===== config.mk =====
export PLATFORM = sky130hd
export DESIGN_NAME = bit_serial_subtractor
export DESIGN_NICKNAME = d
export VERILOG_FILES = /design/src/rtl/bit_serial_subtractor.sv
export SDC_FILE = /design/constraint.sdc
export NUM_CORES = 1
export LEC_CHECK = 0
export CORE_AREA = 4 4 65 67
export DETAILED_ROUTE_END_ITERATION = 10
export DIE_AREA = 0 0 69 71
export PLACE_DENSITY_LB_ADDON = 0.3
export SYNTH_ARGS = -nofsm -noshare
export SYNTH_HDL_FRONTEND = slang
export SYNTH_SLANG_ARGS = --single-unit

===== constraint.sdc =====
create_clock -name clk_i -period 1.25 [get_ports clk_i]
set_input_delay 0.1875 -clock clk_i [delete_from_list [all_inputs] [get_ports clk_i]]
set_output_delay 0.1875 -clock clk_i [all_outputs]
set_load 0.02 [all_outputs]

===== src/rtl/bit_serial_subtractor.sv =====
// Bit-serial subtractor: computes a - b - bin one bit per clock, LSB first,
// using a single registered borrow, with valid/ready handshakes on both sides.
module bit_serial_subtractor #(
  parameter int WIDTH = 8
) (
  input  logic             clk_i,
  input  logic             rst_ni,
  input  logic             in_valid_i,
  output logic             in_ready_o,
  input  logic [WIDTH-1:0] a_i,
  input  logic [WIDTH-1:0] b_i,
  input  logic             bin_i,
  output logic             out_valid_o,
  input  logic             out_ready_i,
  output logic [WIDTH-1:0] diff_o,
  output logic             bo_o,
  output logic             ovf_o
);

  localparam int CW = $clog2(WIDTH);
  localparam logic [CW-1:0] LAST_CNT = CW'(WIDTH - 1);

  typedef enum logic [1:0] {
    IDLE = 2'd0,
    RUN  = 2'd1,
    DONE = 2'd2
  } state_e;

  state_e state_q, state_d;

  logic [WIDTH-1:0] a_q;
  logic [WIDTH-1:0] b_q;
  logic [WIDTH-1:0] diff_q;
  logic [CW-1:0]    cnt_q;
  logic             br_q;
  logic             bo_q;
  logic             ovf_q;
  logic             a_msb_q;
  logic             b_msb_q;

  logic d_bit;
  logic br_next;
  logic last_bit;

  // One-bit full subtractor on the current LSBs of the operand shifters.
  assign d_bit    = a_q[0] ^ b_q[0] ^ br_q;
  assign br_next  = (~a_q[0] & b_q[0]) | (~(a_q[0] ^ b_q[0]) & br_q);
  assign last_bit = (cnt_q == LAST_CNT);

  // Handshake flags are pure decodes of the state register.
  assign in_ready_o  = (state_q == IDLE);
  assign out_valid_o = (state_q == DONE);

  assign diff_o = diff_q;
  assign bo_o   = bo_q;
  assign ovf_o  = ovf_q;

  // NOTE: sequential state uses non-blocking assignments so every register
  // samples the pre-edge values, independent of statement order.
  always_ff @(posedge clk_i or negedge rst_ni) begin
    if (!rst_ni) begin
      state_q <= IDLE;
    end else begin
      state_q <= state_d;
    end
  end

  // NOTE: state_d gets a default before the case so no path leaves it
  // unassigned, which would otherwise infer a latch.
  always_comb begin
    state_d = state_q;
    unique case (state_q)
      IDLE: if (in_valid_i)                state_d = RUN;
      RUN:  if (last_bit)                  state_d = DONE;
      DONE: if (out_ready_i)               state_d = IDLE;
      default:                             state_d = IDLE;
    endcase
  end

  // Datapath. Every register is cleared by reset so an aborted operation
  // leaves no trace in the visible result.
  always_ff @(posedge clk_i or negedge rst_ni) begin
    if (!rst_ni) begin
      a_q     <= '0;
      b_q     <= '0;
      diff_q  <= '0;
      cnt_q   <= '0;
      br_q    <= 1'b0;
      bo_q    <= 1'b0;
      ovf_q   <= 1'b0;
      a_msb_q <= 1'b0;
      b_msb_q <= 1'b0;
    end else begin
      unique case (state_q)
        IDLE: begin
          if (in_valid_i) begin
            a_q     <= a_i;
            b_q     <= b_i;
            br_q    <= bin_i;
            a_msb_q <= a_i[WIDTH-1];
            b_msb_q <= b_i[WIDTH-1];
            cnt_q   <= '0;
          end
        end
        RUN: begin
          diff_q <= {d_bit, diff_q[WIDTH-1:1]};
          a_q    <= {1'b0, a_q[WIDTH-1:1]};
          b_q    <= {1'b0, b_q[WIDTH-1:1]};
          br_q   <= br_next;
          cnt_q  <= cnt_q + 1'b1;
          // On the MSB step d_bit is the result sign; latch the flags here so
          // they stay stable through DONE and persist in IDLE.
          if (last_bit) begin
            bo_q  <= br_next;
            ovf_q <= (a_msb_q ^ b_msb_q) & (d_bit ^ a_msb_q);
          end
        end
        default: begin
        end
      endcase
    end
  end

endmodule

==> results of run 1 <==
## cells in the final DEF, fill, tap and decap left out, types with 3 or more instances in the layout
master and instances:
nand2_1 45, dfrtp_1 33, clkdlybuf4s50_1 20, buf_4 19, o21ai_1 16, a22oi_2 11, dlygate4sd2_1 10, a21oi_1 6
clkbuf_8 6, nor2b_4 4, clkbuf_16 4, buf_12 4, nor2b_1 3, o21ai_0 3, buf_6 3
## area by class of cell
cell class	count	area, um2
Inverter	3	11.26
Sequential cell	34	852.1
Clock buffer	6	82.58
Multi-Input combinational cell	109	725.7
Timing Repair Buffer	61	655.6
Tap cell	48	60.06
Fill cell	304	1216
Clock inverter	1	30.03
## per-layer routing
metal	global-route usage (%)	wire [um]
met1	18.35	1660
met2	24.58	1944
met4	6.074	37
met3	5.682	181
met5	0	0
## worst paths after layout
check	end	cells after the start
setup / recovery	out_valid_o	2
hold / removal	ovf_o$_DFFE_PN0P_	2
setup reg to reg	ovf_o$_DFFE_PN0P_	5
hold reg to reg	diff_o[0]$_DFFE_PN0P_	2
max in group asynchronous	state_q[1]$_DFFE_PN0P_	2
min in group clk_i	diff_o[0]$_DFFE_PN0P_	2
## kinds of logic after synthesis
| kind of cell | share of synthesized area (%) |
|---|---|
| AOI/OAI and AO/OA | 16.92 |
| adders and majority gates | 2.915 |
| buffers and inverters | 4.453 |
| DFF | 55.06 |
| muxes | 1.457 |
| and+or+nand+nor | 19.19 |
## stage by stage
stage | std cells | setup TNS (ns) | hold WS, ns | instance area (um2) | power [mW]
finish | 262 | -0.6493 | 0.2712 | 2417 | 5.720
global route | 262 | -2.114 | 0.2902 | 2417 | 6.152
detailed placement | 240 | -3.677 | 0.4710 | 1998 | 4.009
global placement | 240 | -2.979 | 0.4598 | 1998 | 3.891
floorplan | 155 | -0.04263 | -0.1081 | 1545 | 3.169
CTS | 248 | -0.4080 | 0.2885 | 2117 | 4.974
## registers in the layout (all words and copies together), names as in the netlist
signal / flops
br_q: 1
a_msb_q: 1
bo_o: 1
b_msb_q: 1
a_q: 8
diff_o: 8
cnt_q: 3
state_q: 2
b_q: 8
ovf_o: 1
## report_power, final
| group | switching, mW | internal (mW) | leakage, nW |
|---|---|---|---|
| clock | 0.383 | 0.637 | 0.0573 |
| sequential | 0.313 | 1.57 | 0.432 |
| combinational | 1.33 | 1.48 | 0.646 |
| total | 2.03 | 3.69 | 1.13 |
## what timing repair did
action / 4_1_cts / 5_1_grt
pin swaps: 2 / 15
setup buffers: 1 / 10
hold endpoints to repair: 0 / 0
endpoints found under the setup margin: 36 / 32
resized for setup: 22 / 36
cloned: 0 / 4
==> impl_metrics.json, run 1 <==
{
  "place.gp.congestion": 0.7941,
  "synth-seq-cells": 34,
  "setup_viol": 15,
  "die_area_um2": 4899,
  "startpoint": "state_q[1]$_DFFE_PN0P_",
  "yosysSeqAreaShare_pct": 55.06,
  "h-tree-depth": 2,
  "cpPeakStageDelay_ns": 0.42,
  "track_usage_pct": 15.19,
  "antenna_found_initial": 0,
  "rows": 22,
  "crit_family": "flip-flops",
  "die_h_um": 71,
  "yosysWarningCount": 0,
  "hpwl_mm": 2.336,
  "avgSynthCellArea_um2": 9.969,
  "clk_pin_slew_ns": 0.07,
  "drive_above_1_share_pct": 30.37,
  "hold_buffers": 0,
  "core_um2": 3633,
  "max_freq_ghz": 0.7263,
  "worstPathMaxFanout": 4,
  "cap_violations": 0,
  "netlist.area_leader.share_pct": 55.06,
  "grt_pass1_wl_mm": 5.989,
  "synth_ff_type": "dfrtp_1",
  "crit_slowest_cell": "dfrtp_2",
  "setup_ws_ns": -0.1269,
  "fin_crit_ns": 1.377,
  "hold_viol_final": 0,
  "utilization_pct": 66.53,
  "dpl_worst_slack_ns": -0.1968,
  "wl_per_cell_um": 14.59,
  "worstPathArrival_ns": 1.19,
  "grt_start_max_net_pins": 35,
  "ir_drop_uv": 1005,
  "fin_crit_sh_pct": 110.1,
  "antenna_left": 0,
  "drtIter0Drc": 40,
  "cp_cell_sequence": "nor2b_1, clkdlybuf4s15_2",
  "r2r-start": "br_q$_DFFE_PN0P_",
  "crit_path_start_kind": "flip-flop",
  "p_leak_nw": 1.135,
  "outcome": "complete, but fails checks",
  "grt_pass1_vias": 1308,
  "synth_most_common_cell": "nand2_1",
  "via_per_inst": 5.008,
  "clkLatencyLatePin_ns": 0.29,
  "tritoncts": "built",
  "synth.area.top_cells": "dfrtp_1, nand2_1, a22oi_1, o21ai_1, o21ai_0",
  "netlist_area_um2": 1545,
  "num_vias": 1312,
  "hold_path_class": "in -> async",
  "synthesis.nets": 179,
  "diodes": 0,
  "finClkSkew_ns": 0.004994,
  "syn_to_final_growth_pct": 56.44,
  "worstSetupPathType": "reg -> out",
  "slew_headroom_pct": 85.97,
  "cts_max_path_buffers": 2,
  "violations": "setup timing",
  "drtPass1Iterations": 4,
  "synthArstFlopShare_pct": 100.0,
  "p_per_area_nw_per_um2": 2366,
  "ys_top_cells_by_count": "nand2_1, dfrtp_1, a22oi_1",
  "critPathRequiredTime_ns": 1.06,
  "layout.nets": 238,
  "wl_mm": 3.823,
  "cts-buffers-inserted": 5,
  "rsz0062_at_grt": "yes",
  "die_x_um": 69,
  "tightest_slew_ns": 0.2113,
  "grt.overflow.total": 0,
  "root_buffer": "clkbuf_8",
  "synth_edf_count": 0,
  "postSynthCellCount": 155,
  "finalMaxSlewViolations": 0,
  "drc": 0,
  "initial_utilization_pct": 42.53,
  "critical_path_buf_inv_count": 1,
  "io_pins": 33,
  "cp-end-kind": "output pin",
  "io_buffers": 32,
  "synth_cell_types": 25,
  "regToRegSetupSlack_ns": -0.11,
  "numClockSinks": 34,
  "synth_area_leader_cell": "dfrtp_1"
}
No activity file was read; power rests on OpenSTA's default activity.
==> run 2: changes to the inputs <==
--- a/config.mk
+++ b/config.mk
@@ -5,9 +5,10 @@
 export SDC_FILE = /design/constraint.sdc
 export NUM_CORES = 1
 export LEC_CHECK = 0
-export CORE_AREA = 4 4 65 67
+export CORE_AREA = 4 4 64 66
+export CTS_CLUSTER_SIZE = 30
 export DETAILED_ROUTE_END_ITERATION = 10
-export DIE_AREA = 0 0 69 71
+export DIE_AREA = 0 0 68 70
 export PLACE_DENSITY_LB_ADDON = 0.3
 export SYNTH_ARGS = -nofsm -noshare
 export SYNTH_HDL_FRONTEND = slang
==> impl_metrics.json, run 2 (same netlist as run 1, synthesis figures left out) <==
{
  "drtIter0Drc": 35,
  "place.gp.congestion": 0.7947,
  "h-tree-depth": 2,
  "worstPathArrival_ns": 1.61,
  "io_buffers": 32,
  "hold_viol_final": 0,
  "initial_utilization_pct": 43.18,
  "syn_to_final_growth_pct": 45.34,
  "max_freq_ghz": 0.7211,
  "finalMaxSlewViolations": 0,
  "layout.nets": 235,
  "clk_pin_slew_ns": 0.10,
  "drc": 0,
  "antenna_left": 0,
  "cts-buffers-inserted": 5,
  "tightest_slew_ns": 0.2717,
  "place_inst": 237,
  "finClkSkew_ns": 0.007427,
  "cp-end-kind": "flip-flop",
  "power_frac_seq_pct": 38.1,
  "num_vias": 1288,
  "violations": "setup timing",
  "antenna_found_initial": 0,
  "via_per_inst": 4.973,
  "diodes": 0,
  "drive_above_1_share_pct": 29.38,
  "p_leak_nw": 1.052,
  "fin_crit_ns": 1.387,
  "layout_commonest_cell": "nand2_1",
  "fin_crit_sh_pct": 110.9,
  "p_per_area_nw_per_um2": 2203,
  "wl_per_cell_um": 13.62,
  "grt_start_max_net_pins": 35,
  "die_x_um": 68,
  "placed_area_um2": 1988,
  "io_pins": 33,
  "die_h_um": 70,
  "p_sw_share_pct": 38.46,
  "worstSetupPathType": "reg -> reg",
  "die_area_um2": 4760,
  "final_cell_count_no_fill": 259,
  "grt_pass1_vias": 1295,
  "combPwrFrac_pct": 50.6,
  "power_mw": 4.949,
  "setup_viol": 14,
  "internal_power_mw": 3.045,
  "whs_ns": 0.2186,
  "crit_path_start_kind": "flip-flop",
  "dpl_worst_slack_ns": -0.1782,
  "outcome": "complete, but fails checks",
  "setup_ws_ns": -0.1367,
  "cap_violations": 0,
  "grt.overflow.total": 0,
  "final_cell_area_um2": 2246,
  "hold_path_class": "in -> async",
  "slew_headroom_pct": 81.84,
  "fin_tns_setup_ns": -0.6127,
  "clkLatencyLatePin_ns": 0.33,
  "track_usage_pct": 15.88,
  "core_um2": 3578,
  "grt_pass1_wl_mm": 5.692,
  "rows": 22,
  "worstPathMaxFanout": 3,
  "p_clk_share_pct": 11.2,
  "cts_max_path_buffers": 2,
  "p_switching_mw": 1.903,
  "utilization_pct": 62.76,
  "tritoncts": "built",
  "final_cell_mix": "nand2_1, dfrtp_1, clkdlybuf4s50_1, o21ai_1, buf_4",
  "rsz0062_at_grt": "yes",
  "root_buffer": "clkbuf_4",
  "numClockSinks": 34,
  "drtPass1Iterations": 4,
  "critPathRequiredTime_ns": 1.47,
  "wl_mm": 3.528,
  "hpwl_mm": 2.232,
  "ir_drop_uv": 1051
}
[run 2: changes by cell type in the layout (fill, tap and decap cells not counted), sizes merged, moves of 2 or more]
cell         delta
buf             -2
o21bai          +2
dlygate4sd2    -10
clkbuf          +6
clkinv          +2
[run 2: final cells by class]
| type | instances | area, um2 |
|---|---|---|
| clock buffer | 5 | 37.54 |
| clock inverter | 2 | 10.01 |
| fill | 303 | 1333 |
| inverter | 3 | 11.26 |
| multi-input combinational | 111 | 710.7 |
| sequential | 34 | 852.1 |
| tap | 48 | 60.06 |
| timing repair buffer | 56 | 564.3 |
[run 2: worst paths after layout]
| check | startpoint | end | slack (ns) | cells past startpoint |
|---|---|---|---|---|
| worst max register to register | br_q$_DFFE_PN0P_ | ovf_o$_DFFE_PN0P_ | -0.14 | 5 |
| worst min register to register | bo_o$_DFFE_PN0P_ | bo_o$_DFFE_PN0P_ | 0.50 | 2 |
| worst max-delay path | br_q$_DFFE_PN0P_ | ovf_o$_DFFE_PN0P_ | -0.14 | 5 |
| max in group asynchronous | rst_ni | state_q[0]$_DFFE_PN0P_ | 0.85 | 2 |
| min in group clk_i | out_ready_i | state_q[1]$_DFFE_PN0P_ | 0.49 | 3 |
| worst min-delay path | rst_ni | state_q[0]$_DFFE_PN0P_ | 0.22 | 2 |
[run 2: worst max-delay path, stage by stage (launching register included)]
cell and delay, ns:
dfrtp_1 0.38, inv_2 0.05, fa_2 0.61, nor3b_2 0.06, a21oi_1 0.11, o21ai_1 0.07
[run 2: power by group through the flow]
stage	combinational (mW)	clock, mW	sequential, mW
after global placement	2.05	0	1.84
after detailed placement	2.14	0	1.86
final	2.51	0.556	1.89
after CTS	2.20	0.581	1.85
after global routing	2.78	0.630	1.95
after floorplan	1.20	0	1.97
[run 2: routing by layer]
metal	global-route usage, %	share of wire, %
met1	18.83	45
met2	25.59	49
met3	6.592	4.5
met5	0	0
met4	5.077	1.4
[run 2: repair_timing]
action / in CTS / in global routing
resized for setup: 40 / 37
pin swaps: 3 / 10
endpoints found under the setup margin: 30 / 41
cloned: 3 / 1
hold buffers: 0 / 0
setup buffers: 2 / 10
